**src/rtl/input_pkg.sv**
```systemverilog
// Shared definitions for the decimal input entities: FSM states, digit limits
// and the BCD nibble type.
package input_pkg;

   localparam int N_DIGITOS_PADRAO = 8;
   localparam logic [3:0] DIGITO_MAX = 4'd9;

   typedef logic [3:0] nibble_t;

   typedef enum logic [1:0] {
      OCIOSO,
      ENTRADA,
      CONVERTE,
      PRONTO
   } estado_t;

endpackage

```
**src/rtl/mult10_soma.sv**
```systemverilog
// One Horner step of decimal-to-binary conversion: acc*10 + nibble,
// built from shifts and adds only.
module mult10_soma
   import input_pkg::*;
(
   input  logic [31:0] acc,
   input  nibble_t     nibble,
   output logic [31:0] resultado
);

   assign resultado = (acc << 3) + (acc << 1) + {28'd0, nibble};

endmodule

```
**src/rtl/input_bcd_binario.sv**
```systemverilog
// Collects up to N_DIGITOS decimal digits, echoes them as packed BCD and,
// on confirmation, converts them to a 32-bit binary value for the datapath.
module input_bcd_binario
   import input_pkg::*;
#(
   parameter int N_DIGITOS = N_DIGITOS_PADRAO
) (
   input  logic                   clock,
   input  logic                   reset,
   input  logic                   requisicao,
   input  logic [3:0]             digito,
   input  logic                   insere,
   input  logic                   confirma,
   input  logic                   limpa,
   output logic [4*N_DIGITOS-1:0] bcd_atual,
   output logic [3:0]             n_digitos,
   output logic [31:0]            binario,
   output logic                   pronto,
   output logic                   ocupado,
   output logic                   erro
);

   localparam logic [3:0] N_MAX   = 4'(N_DIGITOS);
   localparam logic [3:0] IDX_INI = 4'(N_DIGITOS - 1);

   estado_t estado, estado_prox;

   logic [31:0]            acc;
   logic [3:0]             idx;
   logic [31:0]            soma;
   nibble_t                nibble_sel;
   logic [4*N_DIGITOS-1:0] bcd_desloc;
   logic                   em_entrada;
   logic                   aceita;
   logic                   rejeita;

   always_ff @(posedge clock) begin
      if (reset) estado <= OCIOSO;
      else       estado <= estado_prox;
   end

   // Dropping requisicao aborts entry or conversion; limpa beats confirma beats insere.
   always_comb begin
      estado_prox = estado;
      case (estado)
         OCIOSO:   if (requisicao) estado_prox = ENTRADA;
         ENTRADA: begin
            if (!requisicao)   estado_prox = OCIOSO;
            else if (limpa)    estado_prox = ENTRADA;
            else if (confirma) estado_prox = CONVERTE;
         end
         CONVERTE: begin
            if (!requisicao)      estado_prox = OCIOSO;
            else if (idx == 4'd0) estado_prox = PRONTO;
         end
         PRONTO:   if (!requisicao) estado_prox = OCIOSO;
         default:  estado_prox = OCIOSO;
      endcase
   end

   always_comb begin
      em_entrada = (estado == ENTRADA) && requisicao && !limpa && !confirma && insere;
      aceita     = em_entrada && (digito <= DIGITO_MAX) && (n_digitos < N_MAX);
      rejeita    = em_entrada && !aceita;
      bcd_desloc = bcd_atual << 4;
      bcd_desloc[3:0] = digito;
      nibble_sel = nibble_t'(bcd_atual >> {idx, 2'b00});
   end

   mult10_soma u_mult10_soma (
      .acc       (acc),
      .nibble    (nibble_sel),
      .resultado (soma)
   );

   // Leading unused nibbles are zero, so the conversion always walks every slot.
   always_ff @(posedge clock) begin
      if (reset) begin
         bcd_atual <= '0;
         n_digitos <= 4'd0;
         binario   <= 32'd0;
         acc       <= 32'd0;
         idx       <= 4'd0;
         pronto    <= 1'b0;
         ocupado   <= 1'b0;
         erro      <= 1'b0;
      end else begin
         erro    <= rejeita;
         pronto  <= (estado_prox == PRONTO);
         ocupado <= (estado_prox == ENTRADA) || (estado_prox == CONVERTE);
         case (estado)
            OCIOSO: begin
               if (requisicao) begin
                  bcd_atual <= '0;
                  n_digitos <= 4'd0;
               end
            end
            ENTRADA: begin
               if (requisicao) begin
                  if (limpa) begin
                     bcd_atual <= '0;
                     n_digitos <= 4'd0;
                  end else if (confirma) begin
                     acc <= 32'd0;
                     idx <= IDX_INI;
                  end else if (aceita) begin
                     bcd_atual <= bcd_desloc;
                     n_digitos <= n_digitos + 4'd1;
                  end
               end
            end
            CONVERTE: begin
               if (requisicao) begin
                  acc <= soma;
                  idx <= idx - 4'd1;
                  if (idx == 4'd0) binario <= soma;
               end
            end
            default: ;
         endcase
      end
   end

endmodule

```
**config.mk**
```make
export PLATFORM = sky130hd
export DESIGN_NAME = input_bcd_binario
export DESIGN_NICKNAME = d
export VERILOG_FILES = /design/src/rtl/input_pkg.sv /design/src/rtl/mult10_soma.sv /design/src/rtl/input_bcd_binario.sv
export SDC_FILE = /design/constraint.sdc
export NUM_CORES = 1
export LEC_CHECK = 0
export ABC_AREA = 0
export BUFFER_PORTS_ARGS = -buffer_cell sky130_fd_sc_hd__buf_2
export CAP_MARGIN = 0
export CORE_MARGIN = 4
export CORE_UTILIZATION = 40
export CTS_CLUSTER_SIZE = 24
export DETAILED_ROUTE_END_ITERATION = 16
export RECOVER_POWER = 50
export SKIP_LAST_GASP = 1
export SLEW_MARGIN = 0
export SYNTH_ARGS = -nofsm -noshare
export SYNTH_HDL_FRONTEND = slang
export SYNTH_SLANG_ARGS = --single-unit
```
**constraint.sdc**
```tcl
create_clock -name clock -period 5.19 [get_ports clock]
set_input_delay 0.2595 -clock clock [delete_from_list [all_inputs] [get_ports clock]]
set_output_delay 0.2595 -clock clock [all_outputs]
set_load 0.01 [all_outputs]
```
## Yosys cells after proc, flatten, opt, wreduce, memory -nomap -nowiden

Index checks and enable logic that the tools add are counted.

- Flip-flop bits (word level): 108
- Word-level logic and storage cells: 77
- Bits of input ports: 10
- Output and inout bits: 71

- Mux-type cells: 30
- Reductions and logical operators: 18
- Eq/ne operators: 13
- Add/subtract/negate cells: 4
- $lt $le $gt $ge: 2
- Shift operators: 1

Operators with widths:

| kind | number |
|---|---|
| 2-to-1 mux 32 bit | 5 |
| 2-to-1 mux 31 bit | 4 |
| one-hot mux 32 bit (2 select lines) | 1 |
| one-hot mux 31 bit (2 select lines) | 1 |
| 2-to-1 mux 4 bit | 9 |
| adder 32 bit | 1 |
| adder 32 x 4 -> 32 bit | 1 |
| >> shifter 32 x 6 -> 4 bit | 1 |
| one-hot mux 4 bit (2 select lines) | 2 |
| 2-to-1 mux 2 bit | 7 |
| != test 2 bit (second input constant) | 5 |
| AND reduction 5 bit | 2 |
| equality test 2 bit (second input constant) | 4 |
| one-hot mux 2 bit (4 select lines) | 1 |
| logical AND 1 bit | 7 |
| != test 3 bit (second input constant) | 2 |
| adder 4 x 1 -> 4 bit (second input constant) | 1 |
| equality test 2 x 1 -> 1 bit (second input constant) | 2 |
| <= comparator 4 bit (second input constant) | 1 |
| zero test 4 bit | 1 |
| less-than comparator 4 bit (second input constant) | 1 |
| nonzero test 2 bit | 2 |
| subtractor 4 x 1 -> 4 bit (second input constant) | 1 |
| zero test 1 bit | 3 |
| 3 further kinds | 3 |

## Logic depth before layout (Yosys ltp)

Gate-level depths: netlist of the first run.

- Depth in word-level cells: 12
- Depth in mapped cells: 15
- Gate-level depth less buffers: 14

## By module

From an unflattened synthesis of the first run, not the netlist that was laid out.

- Cells, all modules: 722
- Area, all modules: 6591.3 µm²

By module, submodules not included:

| module | cells an instance | times used | seq. area each (µm²) | area each (µm²) |
|---|---|---|---|---|
| input_bcd_binario | 461 | 1 | 2182.1 | 4618.2 |
| mult10_soma | 261 | 1 | 0.0 | 1973.1 |

## Worst setup path after synthesis of the first run

Ideal clock, no wire load.

- Path type: register -> register
- Start: reg idx[0]
- End: reg acc[16]
- Data arrival time: 3.703 ns
- Buffers on the path: 1
- Clock period less this slack: 3.820 ns
- Stages on the path, launching flop included: 13
- Slack: 1.370 ns
- Required time: 5.073 ns
- Library setup time: 0.117 ns
- Cells stage by stage: dfxtp_1 -> buf_2 -> mux4_2 -> mux2i_1 -> or2_2 -> fa_1 -> fa_1 -> nor2b_1 -> o2111ai_1 -> a21bo_2 -> a2111oi_0 -> o21ai_0 -> a32o_1

- Longest elaborated chain between the ends: 4

RTL lines:

| what | line | RTL |
|---|---|---|
| start, declared | input_bcd_binario.sv:29 | `logic [3:0] idx;` |
| start signal, assigned | input_bcd_binario.sv:115 | `idx <= idx - 4'd1;` |
| >> shifter 32 x 6 -> 4 bit | input_bcd_binario.sv:67 | `nibble_sel = nibble_t'(bcd_atual >> {idx, 2'b00});` |
| adder 32 x 4 -> 32 bit | mult10_soma.sv:11 | `assign resultado = (acc << 3) + (acc << 1) + {28'd0, nibble};` |
| 2-to-1 mux 31 bit | input_bcd_binario.sv:113 | `if (requisicao) begin` |
| one-hot mux 31 bit (2 select lines) | input_bcd_binario.sv:91 | `case (estado)` |
| end signal, assigned | input_bcd_binario.sv:114 | `acc <= soma;` |
| end, declared | input_bcd_binario.sv:28 | `logic [31:0] acc;` |

No other way between the ends. The select of a mux whose other input is x is not followed.
A chain may end at the register's enable or synchronous reset.

## Final worst setup path of the first run

Same ends and word-level chain as after synthesis.

==> results of run 1 <==
-- cells in the final DEF (no fill, tap or decap), types with 3 or more instances in the layout --
cell type  Yosys  final
nand2_1      133    133
dfxtp_1      108    108
a21oi_1       88     88
clkbuf_1      32     73
ha_1          61     61
nor2_1        49     48
a22o_1        19     19
xnor2_1       18     18
o21ai_0       17     17
inv_1         14     14
nand3_1       14     14
a21o_1        12     12
nor2b_1       12     11
xor2_1        11     11
a22oi_1        9      9
clkbuf_16      0      9
buf_2          9      9
mux4_2         8      8
o21a_1         8      8
nand4_1        8      8
nor3_1         7      7
a32o_1         7      7
a31oi_1        6      6
a211oi_1       6      6
or3_1          6      6
nand3b_1       5      5
mux2i_1        4      4
o21bai_1       4      4
inv_8          0      4
o211ai_1       3      3
buf_4          0      3
-- synthesized netlist by cell type (3+ instances only) --
master,number
a211oi_1,6
a21o_1,12
a21oi_1,88
a22o_1,19
a22oi_1,9
a31oi_1,6
a32o_1,7
buf_2,9
clkbuf_1,32
dfxtp_1,108
ha_1,61
inv_1,14
mux2i_1,4
mux4_2,8
nand2_1,133
nand3_1,14
nand3b_1,5
nand4_1,8
nor2_1,49
nor2b_1,12
nor3_1,7
o211ai_1,3
o21a_1,8
o21ai_0,17
o21bai_1,4
or3_1,6
xnor2_1,18
xor2_1,11
-- worst max-delay path, delay by kind of cell (launching register included) --
kind                       cells  cell delay (ns)
AOI/OAI and AO/OA              5             1.49
adders and majority gates      2             0.92
muxes                          2             0.72
DFF                            1             0.73
and+or+nand+nor                2             0.30
-- per-stage QoR --
step	cells	setup slack [ns]	hold WS (ns)	total power, mW	area, um^2
6_report	972	0.930	0.120	1.61	6870
2_1_floorplan	726	1.37	0.395	0.901	6150
5_1_grt	972	0.440	0.121	1.66	6870
3_3_place_gp	956	0.982	0.442	0.921	6660
4_1_cts	972	0.895	0.114	1.63	6970
3_5_place_dp	956	0.950	0.445	0.922	6660
-- per-layer routing --
metal | GRT usage | routed length [um] | vias up
li1 | - | - | 2705
met1 | 0.230 | 7130 | 2528
met2 | 0.299 | 7230 | 125
met3 | 0.0393 | 693 | 25
met4 | 0.0578 | 299 | 0
met5 | 0 | 0 | -
-- final cells by class --
cell class | count | area, um^2
Fill cell | 1502 | 8280
Timing Repair Buffer | 85 | 342
Multi-Input combinational cell | 561 | 3780
Tap cell | 188 | 235
Sequential cell | 108 | 2160
Clock buffer | 9 | 225
Inverter | 14 | 52.6
Clock inverter | 7 | 77.6
-- logic make-up after synthesis --
logic type | share of synthesized area
mux | 0.0358
simple gates | 0.184
xor+xnor | 0.0413
buf+inv | 0.0370
compound gates | 0.219
flops | 0.352
fa+ha+maj | 0.131
-- power by group through the flow --
stage / Clock (mW) / Combinational, mW / Sequential [mW]
6_report: 0.705 / 0.0628 / 0.838
4_1_cts: 0.728 / 0.0643 / 0.838
3_5_place_dp: 0 / 0.0642 / 0.858
2_1_floorplan: 0 / 0.0445 / 0.856
5_1_grt: 0.753 / 0.0697 / 0.840
3_3_place_gp: 0 / 0.0635 / 0.858
-- flip-flops by register name (all words and copies together) (netlist names) --
register / flops
ocupado: 1
idx: 4
erro: 1
estado: 2
pronto: 1
binario: 32
bcd_atual: 32
acc: 31
n_digitos: 4
-- path summary, 6_finish.rpt --
path                            slack, ns         from      endpoint
worst max-delay path                 0.93       idx[0]       acc[16]
worst min-delay path                 0.12    digito[0]  bcd_atual[0]
worst max register to register       0.93       idx[0]       acc[16]
worst min register to register       0.45  binario[21]   binario[21]
==> results by group, run 1 <==
STA
  • RSZ-0062 raised after global routing: false
  • Fmax: 235 MHz
  • Slew Viols, Final: 0
  • Fin crit share: 0.821
  • Final worst path period need: about 4.3 ns
  • Setup tns final: 0 ns
  • Endpoints failing hold: 0
  • Final setup viols: 0
  • Skew final: 0.0152 ns
  • Slew margin rel.: 0.0658
  • Tightest Pin Transition: 1.40 ns

Clock tree
  • Clk_lat worst skew: about 0.37 ns
  • Post-CTS resize count: 0
  • Clock Pin Slew Worst Setup and Hold Paths: around 0.09 ns
  • CTS Sinks: between 100 and 150
  • Post-CTS setup buffer count: 0
  • CTS root buf: clkbuf_16
  • Max Root-Sink Buffers: 2
  • CTS buffer count: 9
  • H-Tree Depth: 3
  • CTS tree: done
  • CTS Hold Buffers Added: 0

Global routing
  • Total track usage: 0.179
  • First-pass GRT wire length: around 26000 um
  • Vias in the first global route: roughly 5300
  • GRT overflow: 0
  • Initial antenna violation count: 0
  • Largest net degree at the start of global routing: 56

Detailed routing
  • Remaining DRCs: 0
  • DRT Wirelength: 15300 um
  • DR WL/cell: around 16 um
  • Vias after detailed routing: ~5400
  • First drt pass iteration count: 5
  • Initial drt markers: between 300 and 400
  • Remaining antenna violation count: 0
  • Vias per cell: roughly 5.5

Pwr
  • Internal: 1.20 mW
  • Clock power share: 0.439
  • P_sw: about 410 uW
  • LEAKAGE: roughly 2.8 nW
  • Peak supply drop: between 0.00015 and 0.0002 V
  • Switching portion of total power: 0.256
  • Comb pwr share: 0.039
  • Sequential Power Share: 0.522
  • PwrDens: roughly 230 nW/um^2

Layout
  • Share of layout cells above drive strength 1: 0.0651
  • Nets: between 800 and 900
  • ANT cells: 0
  • Final core occ: 0.454
  • Area added between synthesis and finish: 11.7%

Placement
  • Final estimated routing congestion in global placement: 0.903
  • I/O Buffers: 80
  • HPWL after DPL: 11300 um

Outcome
  • Outcome: completed

Setup path
  • Required time of the critical path: 5.44 ns
  • CP max FO: 12
  • Worst setup path class: flop to flop
  • CP max-delay cell: dfxtp_1
  • Setup crit start kind: flop
  • Most frequent CP cell: fa_1
  • Arr. time, crit path: 4.51 ns
  • CP Cell Sequence: mux4_2 -> mux2i_1 -> or2_2 -> fa_1 -> fa_1 -> nor2b_1 -> o2111ai_1 -> a21bo_2 -> a2111oi_0 -> o21ai_0 -> a32o_1
  • Max stage delay on crit path: about 0.73 ns
  • CP endpoint kind: flop
  • Worst Reg-to-Reg Cells: 11

Hold path
  • Hold Crit Class: primary input to flop
  • WHS Path Cells: 3

Yosys
  • Predominant post-synthesis flop cell: dfxtp_1
  • Number of flops mapped to enable cells by yosys: 0
  • Synth area leaders: dfxtp_1 (35%), ha_1 (12%), nand2_1 (8.1%), a21oi_1 (7.2%), nor2_1 (3.0%)
  • Distinct cell type count after synthesis: 61
  • Largest area contributor in the netlist: dfxtp_1
  • Seq/Total Area, Yosys: 0.352
  • Async SR Flop Fraction: 0
  • Synth Cell Area: just over 6000 um^2
  • Synth Warn #: 0
  • FF+latch count, synth: around 110
  • Cells after Synth: 726
  • Net count after synthesis: ~800
  • Area share of the largest cell type after synthesis: 0.352
  • Avg Cell Area, Syn: approximately 8.5 um^2

Die
  • Row count: 45
  • Core Region: approximately 15000 um^2
  • Initial Utilization: 0.406
  • Die height: approximately 130 um
  • Die area: ~17000 um^2
  • Io pins: a little over 80
  • Die Width: 132 um

Flow run
  • Max-cap violations: 0
No activity file was read; power rests on OpenSTA's default activity.
==> run 2, diff against run 1 <==
- ABC_AREA: 0 -> 1
- clock period: 5.19 -> 4 ns (I/O delays scaled with it)
==> results by group, run 2 <==
Outcome
  • Outcome: finished with violations
  • Failing checks: max-capacitance violations, max-slew violations

Setup path
  • Worst Reg-to-Reg Cells: 21
  • R2r setup slk: approximately 0.57 ns
  • Arr. time, crit path: roughly 3.7 ns
  • Worst setup path class: flop to flop
  • CP max FO: 10
  • R2R Path Start: idx[1]
  • Crit path capture: binario[30]
  • Required time of the critical path: ~4.3 ns
  • CP endpoint kind: flop
  • Setup crit start kind: flop
  • Crit path launch: idx[1]
  • Worst R2R End: binario[30]

Die
  • Die area: approximately 20000 um^2
  • Io pins: 81
  • Die Width: 140 um
  • Initial Utilization: 0.413
  • Row count: 47
  • Core Region: about 17000 um^2
  • Die height: roughly 140 um

Detailed routing
  • First drt pass iteration count: 5
  • Remaining antenna violation count: 0
  • Vias per cell: 4.81
  • Initial drt markers: 344
  • DR WL/cell: 13.7 um
  • Vias after detailed routing: ~6500
  • DRT Wirelength: 18600 um
  • Remaining DRCs: 0

Clock tree
  • CTS Hold Buffers Added: 0
  • CTS Sinks: about 110
  • Max Root-Sink Buffers: 2
  • CTS tree: done
  • Clock Pin Slew Worst Setup and Hold Paths: about 0.07 ns
  • Post-CTS resize count: 0
  • CTS root buf: clkbuf_16
  • Post-CTS setup buffer count: 0
  • CTS buffer count: 9
  • Clk_lat worst skew: 0.36 ns
  • H-Tree Depth: 3

Hold path
  • Hold Crit Class: primary input to flop

Yosys
  • Largest area contributor in the netlist: dfxtp_1
  • Synth top cells by count: nand2_1 (297), inv_1 (161), nor2_1 (139), dfxtp_1 (108), o21ai_0 (65)
  • Seq/Total Area, Yosys: 0.312
  • FF+latch count, synth: 108
  • Simple-gate area share of the yosys netlist: 0.285
  • Most frequent cell after synthesis: nand2_1
  • Largest family of logic cells by synthesized area: simple AND/OR/NAND/NOR gates
  • Xor/xnor share of the synthesized area: 0.0227
  • Synth Warn #: 0
  • Cells after Synth: around 1100
  • Mux contribution to synthesized area: 0
  • Synth area leaders: dfxtp_1 (31%), nand2_1 (16%), ha_1 (11%), inv_1 (8.7%), nor2_1 (7.5%)
  • Avg Cell Area, Syn: 6.52 um^2
  • Synth Cell Area: between 6000 and 7000 um^2
  • Distinct cell type count after synthesis: 38
  • Synth Area in Compound Gates: 0.145
  • Net count after synthesis: 1137
  • Synthesized-area fraction occupied by adder cells: 0.116
  • Area share of the largest cell type after synthesis: 0.312
  • Predominant post-synthesis flop cell: dfxtp_1
  • Number of flops mapped to enable cells by yosys: 0
  • Async SR Flop Fraction: 0

Layout
  • Area added between synthesis and finish: 10.7%
  • Share of layout cells above drive strength 1: 0.0317
  • ANT cells: 0
  • Non-Filler Instances: ~1400
  • Final core occ: 0.457
  • Most frequent cells in the layout: nand2_1 (299), inv_1 (162), nor2_1 (140), dfxtp_1 (108), clkbuf_1 (74)
  • Top flop regs: bcd_atual: 32 flops, binario: 32 flops, acc: 31 flops
  • Commonest non-fill, non-tap cell in the layout: nand2_1
  • Nets: 1202

STA
  • Tightest Pin Transition: roughly 1.8 ns
  • Slack of the critical path: around 0.57 ns
  • Final setup viols: 0
  • Setup tns final: 0 ns
  • Endpoints failing hold: 0
  • Slew margin rel.: -0.194
  • Skew final: between 0.006 and 0.007 ns
  • RSZ-0062 raised after global routing: false
  • Fin crit share: 0.858
  • Fmax: slightly below 300 MHz
  • Slew Viols, Final: between 70 and 80
  • Final worst path period need: between 3 and 4 ns

Global routing
  • First-pass GRT wire length: roughly 30000 um
  • Vias in the first global route: 6204
  • Initial antenna violation count: 0
  • Largest net degree at the start of global routing: 40
  • Total track usage: 0.193
  • GRT overflow: 0

Pwr
  • PwrDens: ~300 nW/um^2
  • Total power: 2.24 mW
  • Peak supply drop: approximately 0.00022 V
  • LEAKAGE: approximately 4.1 nW

Placement
  • I/O Buffers: 80
  • Final estimated routing congestion in global placement: 0.939
  • HPWL after DPL: between 10000 and 15000 um
  • Dpl cells: ~1300
  • Place WS: roughly 0.57 ns

Flow run
  • Max-cap violations: 2
-- run 2: cell count changes in the layout (fill, tap and decap cells not counted), moves of 8 or more --
| cell | before | now |
|---|---|---|
| nand3_1 | 14 | 37 |
| nor2b_1 | 11 | 0 |
| a22oi_1 | 9 | 0 |
| nor2_1 | 48 | 140 |
| a22o_1 | 19 | 2 |
| xnor2_1 | 18 | 2 |
| mux4_2 | 8 | 0 |
| nand2_1 | 133 | 299 |
| inv_1 | 14 | 162 |
| a21oi_1 | 88 | 56 |
| o21bai_1 | 4 | 15 |
| o21ai_1 | 1 | 15 |
| o21ai_0 | 17 | 65 |
-- run 2: where the power goes --
part           switching [mW]  total, mW  internal, mW
Combinational           0.111      0.167        0.0557
Clock                   0.436      0.948         0.512
Sequential             0.0274       1.13          1.10
Total                   0.575       2.24          1.67
-- run 2: stage by stage --
| stage | area (um^2) | hold slack [ns] |
|---|---|---|
| 6_report | 7680 | 0.0721 |
| 2_1_floorplan | 6940 | 0.349 |
| 5_1_grt | 7680 | 0.105 |
| 3_5_place_dp | 7480 | 0.445 |
| 4_1_cts | 7780 | 0.0612 |
| 3_3_place_gp | 7480 | 0.438 |
-- run 2: cells by family (layout without fill, tap and decap cells) --
family / Yosys count / after routing
and+or+nand+nor: 495 / 495
DFF: 108 / 108
xor gates and xnor gates: 18 / 18
AOI/OAI and AO/OA: 181 / 181
adders and majority gates: 63 / 63
buffers and inverters: 199 / 269
-- run 2: layout make-up --
class,instances,area (um^2)
tap,220,275
clock buffer,11,243
inverter,166,628
multi-input combinational,757,3950
clock inverter,5,66.3
sequential,108,2160
timing repair buffer,87,357
fill,1857,9140
-- run 2: how the worst min path moves through the flow --
stage | from | end | slack, ns | cells past startpoint
final | digito[0] | bcd_atual[0] | 0.07 | 3
after CTS | digito[0] | bcd_atual[0] | 0.06 | 3
after global routing | confirma | erro | 0.10 | 4
after global placement | digito[0] | bcd_atual[0] | 0.44 | 3
after floorplan | digito[0] | bcd_atual[0] | 0.35 | 2
after detailed placement | digito[0] | bcd_atual[0] | 0.45 | 3
-- run 2: per-layer routing --
| layer | track usage | wire (um) | share of wire |
|---|---|---|---|
| met1 | 0.255 | 8860 | 0.48 |
| met2 | 0.317 | 8410 | 0.45 |
| met3 | 0.0501 | 945 | 0.051 |
| met4 | 0.0479 | 367 | 0.020 |
| met5 | 0 | 0 | 0 |
-- run 2: worst max-delay path: stages, from the launching register on --
cell and delay, ns:
dfxtp_1 0.50, clkinv_1 0.32, o21ai_0 0.15, o22ai_1 0.08, o21ai_0 0.16, a31oi_1 0.09
ha_1 0.30, ha_1 0.19, inv_1 0.07, fa_1 0.39, inv_1 0.10, nand3_1 0.07
nand2_1 0.15, nand3_1 0.09, nand3_1 0.21, nand2_1 0.11, nand2_1 0.08, nand2_1 0.06
nand2_1 0.06, nand2_1 0.05, nand2_1 0.08, inv_1 0.03
